`src/rtl/crypto_cmd_sequencer.sv`:
```
// Command sequencer between a 32-bit instruction stream and a block-cipher core.
// Parses header/payload words, assembles key and data-block registers, launches
// the core, supervises it with a watchdog and streams the result back.
//
// Handshakes: a word moves on any rising clock edge where valid and ready are
// both high. instr_ready and out_valid depend only on registered state, so
// neither instr_valid nor out_ready has a combinational path to an output.
module crypto_cmd_sequencer #(
    parameter int KEY_WORDS   = 4,
    parameter int BLOCK_WORDS = 4,
    parameter int TIMEOUT     = 1024
) (
    input  logic                      clock,
    input  logic                      reset_n,
    input  logic                      instr_valid,
    input  logic [31:0]               instr_data,
    output logic                      instr_ready,
    output logic [32*KEY_WORDS-1:0]   core_key,
    output logic [32*BLOCK_WORDS-1:0] core_block,
    output logic                      core_mode,
    output logic                      core_start,
    input  logic                      core_done,
    input  logic [32*BLOCK_WORDS-1:0] core_result,
    output logic                      out_valid,
    output logic [31:0]               out_data,
    input  logic                      out_ready,
    output logic                      err,
    output logic [1:0]                dbg_state
);

    typedef enum logic [1:0] {
        S_IDLE = 2'd0,
        S_LOAD = 2'd1,
        S_RUN  = 2'd2,
        S_SEND = 2'd3
    } state_t;

    localparam int MAXW = (KEY_WORDS > BLOCK_WORDS) ? KEY_WORDS : BLOCK_WORDS;
    localparam int CW   = (MAXW > 1) ? $clog2(MAXW) : 1;
    localparam int WW   = (TIMEOUT > 1) ? $clog2(TIMEOUT) : 1;

    state_t                      state, state_nxt;
    logic [CW-1:0]               cnt;        // payload word index inside LOAD
    logic                        load_key;   // LOAD target: 1 = key, 0 = block
    logic [CW-1:0]               idx;        // result word index inside SEND
    logic [WW-1:0]               wdog;       // cycles spent in RUN
    logic [32*BLOCK_WORDS-1:0]   result;

    logic instr_fire, out_fire;
    logic hdr_load_key, hdr_load_block, hdr_start, hdr_read, hdr_clear, hdr_bad;
    logic load_wr, load_last, run_done, run_timeout, send_last;

    assign instr_ready = (state == S_IDLE) || (state == S_LOAD);
    assign instr_fire  = instr_valid && instr_ready;
    assign out_fire    = out_valid && out_ready;
    assign dbg_state   = state;

    // State register
    always_ff @(posedge clock or negedge reset_n) begin
        if (!reset_n) state <= S_IDLE;
        else          state <= state_nxt;
    end

    // Next-state logic and single-cycle control strobes for the datapath
    always_comb begin
        state_nxt      = state;
        hdr_load_key   = 1'b0;
        hdr_load_block = 1'b0;
        hdr_start      = 1'b0;
        hdr_read       = 1'b0;
        hdr_clear      = 1'b0;
        hdr_bad        = 1'b0;
        load_wr        = 1'b0;
        load_last      = 1'b0;
        run_done       = 1'b0;
        run_timeout    = 1'b0;
        send_last      = 1'b0;
        case (state)
            S_IDLE: begin
                if (instr_fire) begin
                    if (!instr_data[31]) begin
                        hdr_bad = 1'b1;
                    end else begin
                        case (instr_data[3:0])
                            4'd0:    begin hdr_load_key   = 1'b1; state_nxt = S_LOAD; end
                            4'd1:    begin hdr_load_block = 1'b1; state_nxt = S_LOAD; end
                            4'd2:    begin hdr_start      = 1'b1; state_nxt = S_RUN;  end
                            4'd3:    begin hdr_read       = 1'b1; state_nxt = S_SEND; end
                            4'd15:   hdr_clear = 1'b1;
                            default: hdr_bad   = 1'b1;
                        endcase
                    end
                end
            end
            S_LOAD: begin
                if (instr_fire) begin
                    load_wr   = 1'b1;
                    load_last = load_key ? (32'(cnt) == KEY_WORDS - 1)
                                         : (32'(cnt) == BLOCK_WORDS - 1);
                    if (load_last) state_nxt = S_IDLE;
                end
            end
            S_RUN: begin
                // core_done in the expiry cycle takes priority over the timeout
                if (core_done) begin
                    run_done  = 1'b1;
                    state_nxt = S_IDLE;
                end else if (TIMEOUT != 0 && 32'(wdog) == TIMEOUT - 1) begin
                    run_timeout = 1'b1;
                    state_nxt   = S_IDLE;
                end
            end
            S_SEND: begin
                if (out_fire && 32'(idx) == BLOCK_WORDS - 1) begin
                    send_last = 1'b1;
                    state_nxt = S_IDLE;
                end
            end
            default: state_nxt = S_IDLE;
        endcase
    end

    // Key/block assembly and LOAD word counter
    always_ff @(posedge clock or negedge reset_n) begin
        if (!reset_n) begin
            core_key   <= '0;
            core_block <= '0;
            cnt        <= '0;
            load_key   <= 1'b0;
        end else if (hdr_load_key || hdr_load_block) begin
            cnt      <= '0;
            load_key <= hdr_load_key;
        end else if (load_wr) begin
            // First payload word lands in the most significant 32 bits
            if (load_key) core_key[32*(KEY_WORDS-1-32'(cnt)) +: 32]     <= instr_data;
            else          core_block[32*(BLOCK_WORDS-1-32'(cnt)) +: 32] <= instr_data;
            cnt <= load_last ? '0 : cnt + 1'b1;
        end
    end

    // Core launch, watchdog counter and result capture
    always_ff @(posedge clock or negedge reset_n) begin
        if (!reset_n) begin
            core_start <= 1'b0;
            core_mode  <= 1'b0;
            wdog       <= '0;
            result     <= '0;
        end else begin
            core_start <= hdr_start;
            if (hdr_start) begin
                core_mode <= instr_data[4];
                wdog      <= '0;
            end else if (state == S_RUN) begin
                wdog <= (run_done || run_timeout) ? '0 : wdog + 1'b1;
            end
            if (run_done) result <= core_result;
        end
    end

    // Sticky error flag: set by stray words, bad opcodes and timeouts; CLEAR resets it
    always_ff @(posedge clock or negedge reset_n) begin
        if (!reset_n)                    err <= 1'b0;
        else if (hdr_bad || run_timeout) err <= 1'b1;
        else if (hdr_clear)              err <= 1'b0;
    end

    // Result streaming, most significant word first; out_data holds while stalled
    always_ff @(posedge clock or negedge reset_n) begin
        if (!reset_n) begin
            out_valid <= 1'b0;
            out_data  <= '0;
            idx       <= '0;
        end else if (hdr_read) begin
            out_valid <= 1'b1;
            out_data  <= result[32*(BLOCK_WORDS-1) +: 32];
            idx       <= '0;
        end else if (state == S_SEND && out_fire) begin
            if (send_last) begin
                out_valid <= 1'b0;
                idx       <= '0;
            end else begin
                out_data <= result[32*(BLOCK_WORDS-2-32'(idx)) +: 32];
                idx      <= idx + 1'b1;
            end
        end
    end

endmodule

```
`config.mk`:
```
export PLATFORM = sky130hd
export DESIGN_NAME = crypto_cmd_sequencer
export DESIGN_NICKNAME = d
export VERILOG_FILES = /design/src/rtl/crypto_cmd_sequencer.sv
export SDC_FILE = /design/constraint.sdc
export NUM_CORES = 1
export LEC_CHECK = 0
export CAP_MARGIN = 20
export CORE_ASPECT_RATIO = 2
export CORE_MARGIN = 2
export CORE_UTILIZATION = 50
export CTS_CLUSTER_DIAMETER = 200
export DETAILED_ROUTE_END_ITERATION = 6
export PLACE_DENSITY = 0.81
export SLEW_MARGIN = 20
export SYNTH_ARGS = -nofsm -noshare
export SYNTH_HDL_FRONTEND = slang
export SYNTH_SLANG_ARGS = --single-unit
```
`constraint.sdc`:
```
create_clock -name clock -period 2.6 [get_ports clock]
set_clock_uncertainty 0.2 [all_clocks]
set_input_delay 0.39 -clock clock [delete_from_list [all_inputs] [get_ports clock]]
set_output_delay 0.39 -clock clock [all_outputs]
set_load 0.01 [all_outputs]
```
### Word-level counts from Yosys, hierarchy flattened

Cells that the tools add are included.

| word-level totals | value |
|---|---|
| register bits | 437 |
| logic and storage cells | 127 |
| bits of input ports | 165 |
| output and inout bits | 295 |

| cells by class | value |
|---|---|
| add/subtract/negate cells | 6 |
| bitwise logic cells | 2 |
| shift operators | 3 |
| equal/unequal tests | 18 |
| mux-type cells | 63 |
| reductions and logical operators | 22 |

Operator list:

| operator | count |
|---|---|
| 128-bit bitwise mux | 2 |
| 32-bit by 34-bit variable shift with 128-bit output (first input constant) | 1 |
| 128-bit by 33-bit indexed part select with 32-bit output | 1 |
| 32-bit by 34-bit indexed part select with 128-bit output | 1 |
| 32-bit two-way mux | 3 |
| 1-bit two-way mux | 40 |
| 32-bit negator with 34-bit output | 1 |
| 10-bit two-way mux | 3 |
| 2-bit two-way mux | 13 |
| 10-bit by 1-bit adder with 10-bit output (second input constant) | 1 |
| 10-bit == test (second input constant) | 1 |
| 2-bit != test (second input constant) | 5 |
| 2-bit nonzero test | 5 |
| 2-bit == test (second input constant) | 4 |
| 4-bit by 2-bit == test with 1-bit output (second input constant) | 2 |
| 2-bit one-hot mux with 4 select lines | 1 |
| 7-bit AND reduction | 1 |
| 2-bit one-hot mux with 3 select lines | 1 |
| 3-bit AND reduction | 2 |
| 2-bit by 2-bit subtractor with 3-bit output (first input constant) | 2 |
| 5-bit OR reduction | 1 |
| 2-bit by 1-bit adder with 2-bit output (second input constant) | 2 |
| 4-bit by 1-bit == test with 1-bit output (second input constant) | 1 |
| 4-bit == test (second input constant) | 1 |
| 11 further kinds | 19 |

### Longest topological paths before layout

Gate-level depths: netlist (run 1).

| depth | value |
|---|---|
| word-level depth | 8 |
| mapped depth | 7 |
| depth with buffers taken out | 6 |

### Worst setup path after synthesis (run 1)

No wires, ideal clock.

| timing | value |
|---|---|
| kind | reg2reg |
| start | reg idx[0] |
| end | reg out_data[17] |
| setup slack | 0.594 ns |
| buffers on the path | 2 |
| period minus slack after synthesis | 2.006 ns |
| data required time | 2.272 ns |
| library setup time | 0.128 ns |
| arrival | 1.679 ns |
| cell stages (with the launch flop) | 7 |
| path through | dfrtp_1 ha_1 clkbuf_1 buf_2 mux4_2 a221oi_1 nor3_1 |

| on the way | value |
|---|---|
| longest elaborated chain between the ends | 6 |
| elaborated cells on any way between the ends | 11 |
| those cells by class | add/sub: 1; eq/ne: 2; shift: 1; mux: 5; reduce/logical: 2 |

Ends and longest elaborated chain:

| element | RTL line | RTL |
|---|---|---|
| start, declared | 45 | `logic [CW-1:0] idx;` |
| start signal, assigned | 183 | `idx <= idx + 1'b1;` |
| branches (longest 6 deep; another with 2-bit by 2-bit subtractor with 3-bit output) | n/a |  |
| end signal, assigned | 175 | `out_data <= result[32*(BLOCK_WORDS-1) +: 32];` |
| end signal, assigned | 182 | `out_data <= result[32*(BLOCK_WORDS-2-32'(idx)) +: 32];` |
| end, declared | 25 | `output logic [31:0] out_data,` |

Parallel ways; which one is timed is not known. The select of a mux whose other input is x is not followed.
A chain may end at the register's enable or synchronous reset.

### Worst setup path in the final report (run 1)

| timing | value |
|---|---|
| start | reg state[1] (netlist: dbg_state[1]) |
| end | out instr_ready |

| on the way | value |
|---|---|
| longest elaborated chain between the ends | 2 |
| elaborated cells on any way between the ends | 3 |
| those cells by class | eq/ne: 1; reduce/logical: 2 |

Ends and longest elaborated chain:

| element | RTL line | RTL |
|---|---|---|
| start, declared | 42 | `state_t state, state_nxt;` |
| start signal, assigned | 61 | `else state <= state_nxt;` |
| 2-bit by 1-bit == test with 1-bit output or 2-bit logical NOT (tied branches) | 53 | `assign instr_ready = (state == S_IDLE) \|\| (state == S_LOAD);` |
| 1-bit logical OR * | 53 |  |
| end, declared | 17 | `output logic instr_ready,` |

Every way passes the cells marked *; elsewhere a longest branch is shown, timed or not.

==> metrics.md, run 1 <==
| Metric | Value |
|---|---|
| Vias per std cell | `between 5 and 6` |
| Final setup viols | `0` |
| Dpl ws | `about 0.0068 ns` |
| Die Wd | `about 140 µm` |
| Drt total wl | `roughly 53000 µm` |
| First-pass GRT wire length | `slightly above 80000 µm` |
| Met3 usage | `between 5 and 6%` |
| Final Power | `between 20 and 30 mW` |
| Sink Count | `~440` |
| Met1 Use GR | `between 30 and 40%` |
| Area growth syn-to-layout | `36.3%` |
| Tcrit/Tclk final | `~95%` |
| Max-cap violations | `0` |
| Min cycle time layout | `~2.5 ns` |
| Clk slew on worst S/H paths | `0.07 ns` |
| Initial Util | `50.4%` |
| Crit-path max cell delay | `around 0.60 ns` |
| Setup ws final | `between 0.1 and 0.15 ns` |
| Clk root buf | `clkbuf_16` |
| Post-synthesis register bit count | `between 400 and 500` |
| Synth area leader | `dfrtp_1` |
| GRT busiest layer | `met2` |
| RSZ-0062 raised after global routing | `no` |
| Placed cell area | `between 20000 and 25000 µm²` |
| CP max stage cell | `clkdlybuf4s50_1` |
| Die area | `38900 µm²` |
| Total negative slack | `0 ns` |
| GR Overflow Total | `0` |
| Critical Path AT | `about 1.9 ns` |
| Share of cells above drive strength 1 | `roughly a third` |
| First DRT Iteration DRCs | `about 460` |
| CTS tree | `yes` |
| Setup crit end kind | `output pin` |
| CP Cell Sequence | `inv_1, clkdlybuf4s50_1` |
| YS warnings | `0` |
| Tightest Hold Check Type | `input port to asynchronous set/reset pin` |
| Vias in the first global route | `around 14000` |
| Status | `complete, no violations` |
| Area of the core | `between 30000 and 40000 µm²` |
| Cell Area, Synth | `18600 µm²` |
| Delay-heaviest family, CP | `buffers and inverters` |
| Post-Synthesis Cells | `~1300` |
| WL per Instance | `around 23 µm` |
| IO Port Bufs | `459` |
| Endpoints failing hold | `0` |
| Fill cells | `around 2500` |
| Worst Tran Pin Value | `between 0.5 and 0.6 ns` |
| # DRC | `0` |
| Rel. slew slack | `roughly three fifths` |
| H-tree depth | `2` |
| Reg2Reg Setup Slack | `about 0.18 ns` |
| CP Launch Type | `register` |
| Worst path bufs/invs | `2` |
| Die Y | `roughly 280 µm` |
| Design area | `~25000 µm²` |
| Total CTS buffers | `39` |
| Cell Pwr Density | `~1000 nW/µm²` |
| Worst-case clock buffer depth | `3` |
| Most frequent cells in the layout | `458 x clkdlybuf4s50_1, 436 x dfrtp_1, 367 x mux2_2, 129 x and2_1, 41 x clkbuf_16` |
| Yosys top cell area share | `roughly three fifths` |
| Sequential fraction of the synthesis area | `around three fifths` |
| Detail Route Antenna Nets | `0` |
| Netlist cell types | `between 40 and 50` |
| Worst-Skew Late Latency | `0.54 ns` |
| Pre-Repair DR Iteration Count | `6` |
| Post-CTS Setup Bufs | `0` |
| Syn Nets | `1455` |
| I/O pin count | `460` |
| Critical Path RT | `about 2 ns` |
| Mapped Avg Cell Area | `about 15 µm²` |
| Tot GR Track Use | `27.1%` |
| Slew Viols, Final | `0` |
| HPWL Detailed | `roughly 38000 µm` |
| Final nets | `~1900` |
| Most common cell after layout, fill and taps aside | `clkdlybuf4s50_1` |
| Initial antenna violation count | `6` |
| Synth area leaders | `dfrtp_1 59%, mux2_2 22%, and2_1 4.3%, mux4_2 3.9%, o221a_2 1.8%` |
| Largest net degree at the start of global routing | `78` |
| Static Leak | `around 12 nW` |
| Vias post-DR | `approximately 13000` |
| Met2 usage | `46.7%` |
| Crit path kind | `register to output pin` |
| Placer Congestion | `slightly below 0.9` |
| FP Rows | `100` |
| Maximum clock rate | `approximately 0.41 GHz` |
| Max IR drop VDD | `around 760 µV` |
| Critical-path maximum fanout | `11` |
==> report_power, final <==
part	switching, mW	internal (mW)	total (mW)
combinational	3.66	5.22	8.88
clock	2.54	3.51	6.05
sequential	1.44	9.04	10.5
==> registers in the layout, indices dropped and copies added (netlist names), 2 cells and up <==
signal	cells
core_block	128
dbg_state	2
result	128
idx	2
cnt	2
wdog	10
out_data	32
core_key	128
==> layout make-up <==
type / count / area [µm²] / area share [%]
repair buffers: 507 / 5150 / 20.3
inverters: 34 / 128 / 0.503
clock inverters: 13 / 155 / 0.612
diodes: 4 / 10.0 / 0.0395
well taps: 459 / 574 / 2.26
flip-flops and latches: 437 / 10900 / 43.1
clock buffers: 58 / 1200 / 4.73
multi-input cells: 735 / 7200 / 28.4
==> Yosys cell counts (all sizes together) <==
library cell  instances
o32ai                 1
nand3                 6
a31oi                 2
o22ai                 1
a41oi                 1
a21oi                15
nor4b                 1
and4bb                1
a211o                 1
and3                  2
o21ai                39
nand2b                2
nor2                 14
o221a                29
buf                  53
or4                   2
nand3b                1
a21boi                1
mux2i                 2
mux2                385
clkbuf               23
nor2b                 1
nor3b                 1
inv                  34
a32o                  1
and4                  2
a221oi                3
or3                   7
mux4                 32
ha                    8
dfrtp               437
nand4                 3
nand2                29
o31ai                 3
and2                129
and3b                 1
nor3                  9
==> metal layers <==
metal	up-vias	share of wire, %
met5	-	0.044
li1	5489	-
met3	132	7.0
met1	6427	38
met4	4	4.6
met2	485	51
==> cells by family (layout without fill, tap and decap cells) <==
| group | count (synthesis) | after routing | synth area share, % |
|---|---|---|---|
| AO/OA/AOI/OAI | 97 | 97 | 3.85 |
| adder cells (fa/ha/maj) | 8 | 8 | 0.538 |
| buffers and inverters | 110 | 612 | 2.68 |
| flip-flops | 437 | 437 | 58.8 |
| multiplexers | 419 | 419 | 27.3 |
| other | 0 | 4 | 0 |
| AND/OR/NAND/NOR | 211 | 211 | 6.85 |
==> timing repair <==
item                                    4_1_cts  5_1_grt
hold buffers                                  1        0
gates resized for setup                       0        1
endpoints found under the setup margin        0       42
endpoints found under the hold margin        59        0
==> worst paths after layout <==
check,startpoint,endpoint,depth (start not counted)
max,dbg_state[1]$_DFFE_PN0P_,instr_ready,2
min,reset_n,core_block[117]$_DFFE_PN0P_,2
max reg2reg,cnt[0]$_DFFE_PN0P_,core_key[88]$_DFFE_PN0P_,7
min reg2reg,core_key[20]$_DFFE_PN0P_,core_key[20]$_DFFE_PN0P_,1
max in group asynchronous,reset_n,result[37]$_DFFE_PN0P_,3
min in group clock,core_result[52],result[52]$_DFFE_PN0P_,2
==> metrics by stage <==
stage          hold slack, ns  std cells  util [%]
4_1_cts                 0.185       2243      68.7
3_5_place_dp            0.152       2171      65.0
6_report                0.182       2247      68.7
5_1_grt                 0.200       2247      68.7
2_1_floorplan          -0.106       1282         -
3_3_place_gp            0.142       2171      65.0
No activity file was read; power rests on OpenSTA's default activity.
==> run 2, diff against run 1 <==
Settings changed: CORE_UTILIZATION 50 to 54, PLACE_DENSITY 0.81 to 0.86.
Clock period 2.6 ns to 2.95 ns, I/O delays scaled along.
==> run 2 against run 1 <==
Final area shrank 0.93%. Largest power group unchanged. Count of clock-buffer cells in the layout shrank 4. Largest cell class unchanged. Via count rose by 1.4%. First-iteration DRC count is 35% higher.
==> metrics.md, run 2 (synthesized netlist as in run 1, its figures left out) <==
| Metric | Value |
|---|---|
| Max IR drop VDD | `720 µV` |
| Tot GR Track Use | `30.1%` |
| Post-CTS sizing | `0` |
| Initial antenna violation count | `3` |
| R2R cell count | `7` |
| Tcrit/Tclk final | `91.3%` |
| Vias per std cell | `around 5.7` |
| Final nets | `around 1900` |
| Critical Path AT | `a little under 3 ns` |
| Drt total wl | `approximately 54000 µm` |
| GR Overflow Total | `0` |
| Area of the core | `between 30000 and 40000 µm²` |
| IO Port Bufs | `between 400 and 500` |
| Clk root buf | `clkbuf_16` |
| Slew Viols, Final | `0` |
| Area growth syn-to-layout | `35.1%` |
| Critical Path RT | `roughly 3.2 ns` |
| HPWL Detailed | `around 39000 µm` |
| CP Launch Type | `register` |
| Worst Tran Pin Value | `approximately 0.70 ns` |
| First DRT Iteration DRCs | `around 620` |
| Most frequent cells in the layout | `458 x clkdlybuf4s50_1, 436 x dfrtp_1, 367 x mux2_2, 129 x and2_1, 39 x clkbuf_16` |
| Die area | `~36000 µm²` |
| Reg2Reg Setup Slack | `0.26 ns` |
| CTS tree | `yes` |
| Rel. slew slack | `about 53%` |
| Min cycle time layout | `around 2.7 ns` |
| H-tree depth | `2` |
| Tightest Hold Check Type | `input port to asynchronous set/reset pin` |
| Largest net degree at the start of global routing | `slightly below 80` |
| Max-cap violations | `0` |
| Vias post-DR | `12700` |
| Final setup viols | `0` |
| Placed cell area | `about 24000 µm²` |
| RSZ-0062 raised after global routing | `no` |
| FP Rows | `96` |
| Worst-Skew Late Latency | `~0.53 ns` |
| First-pass GRT wire length | `82100 µm` |
| Die Wd | `around 140 µm` |
| Clk slew on worst S/H paths | `0.07 ns` |
| Pre-Repair DR Iteration Count | `6` |
| Vias in the first global route | `about 14000` |
| Total negative slack | `0 ns` |
| Die Y | `266 µm` |
| I/O pin count | `460` |
| Endpoints failing hold | `0` |
| Critical-path maximum fanout | `18` |
| Detail Route Antenna Nets | `0` |
| Maximum clock rate | `0.371 GHz` |
| Share of cells above drive strength 1 | `a little under a third` |
| Static Leak | `between 10 and 15 nW` |
| Post-CTS Setup Bufs | `0` |
| Cell Pwr Density | `roughly 880 nW/µm²` |
| Setup crit end kind | `register` |
| # DRC | `0` |
| Initial Util | `a little over half` |
| Hold-fix buffers, CTS | `1` |
| WL per Instance | `roughly 24 µm` |
| Placer Congestion | `0.874` |
| RR Startpoint | `cnt[0]$_DFFE_PN0P_` |
| Total CTS buffers | `39` |
| Crit path kind | `register to register` |
| Sink Count | `around 440` |
| Top Registers | `core_block (128), core_key (128), result (128)` |
| Design area | `approximately 25000 µm²` |
| Most common cell after layout, fill and taps aside | `clkdlybuf4s50_1` |
| Worst-case clock buffer depth | `3` |
| Status | `complete, no violations` |
| End of the worst register-to-register path | `core_block[76]$_DFFE_PN0P_` |
-- run 2: critical path, stage by stage, from the launching register on --
cell      delay [ns]
dfrtp_1         0.52
inv_1           0.15
ha_1            0.37
nand2b_1        0.12
nor2_2          0.53
buf_4           0.36
and2_1          0.21
mux2_2          0.17
-- run 2: worst max-delay path by stage --
stage | from | end | slack, ns | cells past startpoint
finish | cnt[0]$_DFFE_PN0P_ | core_block[76]$_DFFE_PN0P_ | 0.26 | 7
global route | cnt[0]$_DFFE_PN0P_ | core_block[76]$_DFFE_PN0P_ | 0.12 | 7
CTS | cnt[0]$_DFFE_PN0P_ | core_block[76]$_DFFE_PN0P_ | 0.24 | 7
detailed placement | instr_data[3] | wdog[5]$_DFFE_PN0P_ | 0.27 | 5
global placement | instr_data[3] | wdog[5]$_DFFE_PN0P_ | 0.30 | 5
floorplan | idx[0]$_DFFE_PN0P_ | out_data[17]$_DFFE_PN0P_ | 0.94 | 6
-- run 2: report_power, final --
group          switching [mW]  total (mW)  leakage, nW  internal (mW)
Clock                    2.22        4.94        0.591           2.71
Combinational            3.33        7.91         5.13           4.58
Sequential               1.28        9.24         5.75           7.97
-- run 2: metrics by stage --
step	total power, mW	utilization [%]	hold WS (ns)	instances	setup WS (ns)
floorplan	13.0	-	-0.0531	1282	0.944
global placement	16.8	70.0	0.273	2149	0.305
detailed placement	17.2	70.0	0.281	2149	0.273
CTS	22.2	73.6	0.296	2219	0.237
global route	23.1	73.6	0.300	2222	0.121
finish	22.1	73.6	0.286	2222	0.257
-- run 2: area by class of cell --
| cell class | count | area, µm² |
|---|---|---|
| clock buffers | 54 | 1100 |
| fillers | 2256 | 8990 |
| well taps | 441 | 552 |
| inverters | 34 | 128 |
| flip-flops and latches | 437 | 10900 |
| clock inverters | 15 | 116 |
| multi-input cells | 735 | 7210 |
| diodes | 3 | 7.51 |
| repair buffers | 503 | 5070 |
-- run 2: per-layer routing --
metal | vias up | global-route usage, % | wire, µm
met3 | 158 | 5.87 | 3350
met5 | - | 0 | 0
met2 | 533 | 55.4 | 29100
met1 | 6540 | 31.7 | 17700
met4 | 0 | 16.8 | 3570
li1 | 5484 | - | -
==> run 3, diff against run 2 <==
Settings changed: GPL_TIMING_DRIVEN from default to 0.
==> run 3 against run 2 <==
Critical path depth shrank 1. Largest cell class unchanged. Wire length is 1.3% higher. Setup slack better by 0.045 ns. Die area did not move. Global-route usage barely moved. Core utilization decreased by 0.095 points. Combinational power down 0.5%. Non-clock buffer count increased by 37. Sequential share of layout area increased by 0.052 points. Clock power hardly changed. Register-to-register slack gained 0.04 ns. Maximum frequency grew 1.7%.
==> metrics.md, run 3 (synthesized netlist as in run 1, its figures left out) <==
| Metric | Value |
|---|---|
| Hold Path Depth | `1` |
| GR Overflow Total | `0` |
| Endpoints failing hold | `0` |
| Vias post-DR | `~13000` |
| Largest net degree at the start of global routing | `94` |
| Die area | `roughly 36000 µm²` |
| Tightest Hold Check Type | `register to register` |
| Most frequent cells in the layout | `457 x clkdlybuf4s50_1, 437 x dfrtp_1, 367 x mux2_2, 129 x and2_1, 45 x buf_2` |
| First DRT Iteration DRCs | `between 500 and 600` |
| Tcrit/Tclk final | `89.8%` |
| Die Y | `~270 µm` |
| Rel. slew slack | `53.1%` |
| Final setup viols | `0` |
| Critical Path AT | `about 2.9 ns` |
| WL per Instance | `~24 µm` |
| Sink Count | `437` |
| Detail Route Antenna Nets | `0` |
| Crit path kind | `register to register` |
| R2R cell count | `6` |
| Crit-path max cell delay | `just over 0.5 ns` |
| Clk root buf | `clkbuf_16` |
| Area growth syn-to-layout | `34.9%` |
| Max-cap violations | `0` |
| Status | `complete, no violations` |
| Flop pwr share | `about two fifths` |
| Critical-path maximum fanout | `10` |
| Vias in the first global route | `14200` |
| Worst-Skew Late Latency | `0.54 ns` |
| Total CTS buffers | `39` |
| I/O pin count | `460` |
| Maximum clock rate | `about 0.38 GHz` |
| Internal power | `around 15 mW` |
| First-pass GRT wire length | `a little over 80000 µm` |
| Placer Congestion | `around 0.87` |
| HPWL Detailed | `about 40000 µm` |
| Tot GR Track Use | `30.2%` |
| Slew Viols, Final | `0` |
| Area of the core | `34100 µm²` |
| Top Registers | `core_block (128), core_key (128), result (128)` |
| Dpl ws | `around 0.022 ns` |
| Clk slew on worst S/H paths | `approximately 0.06 ns` |
| Delay-heaviest family, CP | `simple AND/OR/NAND/NOR gates` |
| Initial Util | `a little over half` |
| CP Cell Sequence | `inv_1, ha_1, nor3_2, clkbuf_1, and2_1, mux2_2` |
| Setup crit end kind | `register` |
| Static Leak | `~11 nW` |
| Die Wd | `roughly 140 µm` |
| Clock power share | `between 20 and 25%` |
| Switching share of total power | `30.8%` |
| Initial antenna violation count | `5` |
| Critical Path RT | `roughly 3.2 ns` |
| CP max stage cell | `dfrtp_1` |
| Minimum hold slack | `0.298 ns` |
| Net switching power | `about 6.8 mW` |
| IO Port Bufs | `around 460` |
| Combinational group share of total power | `a little over a third` |
| Worst-case clock buffer depth | `3` |
| Post-CTS Setup Bufs | `0` |
| Max IR drop VDD | `about 770 µV` |
| Cell Pwr Density | `between 800 and 900 nW/µm²` |
| # DRC | `0` |
| Logic depth of the worst path, buffers included | `6` |
| FP Rows | `96` |
| Worst Tran Pin Value | `roughly 0.70 ns` |
| Drt total wl | `~54000 µm` |
| RSZ-0062 raised after global routing | `no` |
| Share of cells above drive strength 1 | `30.5%` |
| Final nets | `between 1500 and 2000` |
| Min cycle time layout | `approximately 2.6 ns` |
| Setup ws final | `slightly above 0.3 ns` |
| Most common cell after layout, fill and taps aside | `clkdlybuf4s50_1` |
| CTS tree | `yes` |
| CP Launch Type | `register` |
| Final Power | `about 22 mW` |
| Pre-Repair DR Iteration Count | `5` |
| H-tree depth | `2` |
| Vias per std cell | `approximately 5.7` |
| Worst path bufs/invs | `2` |
[run 3: changes by cell type in the layout (fill, tap and decap cells not counted), moves of 8 or more]
cell      before  now
buf_12        11    0
nand2_2        8    0
buf_2          0   45
nand2_1       20   29
buf_4         32    6
clkbuf_1       8   33
[run 3: cell type report]
cell class / instances / area [µm²]
clock buffer: 56 / 1110
antenna: 5 / 12.5
inverter: 34 / 128
multi-input combinational: 735 / 7170
clock inverter: 11 / 88.8
timing repair buffer: 464 / 4720
fill: 2262 / 9020
sequential: 437 / 10900
buffer: 76 / 372
tap: 441 / 552
[run 3: layer usage]
layer  up-vias  global-route usage (%)  wire length [µm]
met2       522                    56.6             29900
met5         -                       0                12
met4         2                    17.1              3610
li1       5539                       -                 -
met3       168                    6.63              3440
met1      6598                    30.0             17500
[run 3: power groups by stage]
stage	Sequential (mW)	Clock [mW]	Combinational (mW)
after floorplan	9.41	0	3.63
after global placement	9.12	0	7.55
after detailed placement	9.22	0	7.85
after CTS	9.14	4.98	7.92
after global routing	9.35	5.22	8.37
final	9.18	4.92	7.87
[run 3: worst register-to-register path, cell delays in order, from the launching register on]
cell and delay [ns]:
dfrtp_1 0.51, inv_1 0.14, ha_1 0.36, nor3_2 0.47, clkbuf_1 0.49, and2_1 0.26, mux2_2 0.17
[run 3: final timing paths]
kind | startpoint | slack, ns | endpoint
setup / recovery | cnt[0]$_DFFE_PN0P_ | 0.30 | core_key[117]$_DFFE_PN0P_
hold / removal | core_key[0]$_DFFE_PN0P_ | 0.30 | core_key[0]$_DFFE_PN0P_
setup reg to reg | cnt[0]$_DFFE_PN0P_ | 0.30 | core_key[117]$_DFFE_PN0P_
hold reg to reg | core_key[0]$_DFFE_PN0P_ | 0.30 | core_key[0]$_DFFE_PN0P_
max in group asynchronous | reset_n | 0.85 | core_block[79]$_DFFE_PN0P_
min in group asynchronous | reset_n | 0.32 | core_key[25]$_DFFE_PN0P_
[run 3: repair_timing]
item,CTS,global route
endpoints found under the setup margin,0,10
hold buffers,2,0
hold endpoints to repair,90,0
gates resized for setup,0,1
[run 3: per-stage QoR]
stage / instances / utilization [%] / instance area [µm²] / setup TNS [ns]
2_1_floorplan: 1282 / - / 18600 / 0
5_1_grt: 2258 / 73.5 / 25100 / 0
6_report: 2259 / 73.5 / 25100 / 0
3_5_place_dp: 2185 / 69.9 / 23900 / 0
3_3_place_gp: 2181 / 69.6 / 23700 / -7522.76
4_1_cts: 2254 / 73.5 / 25100 / 0
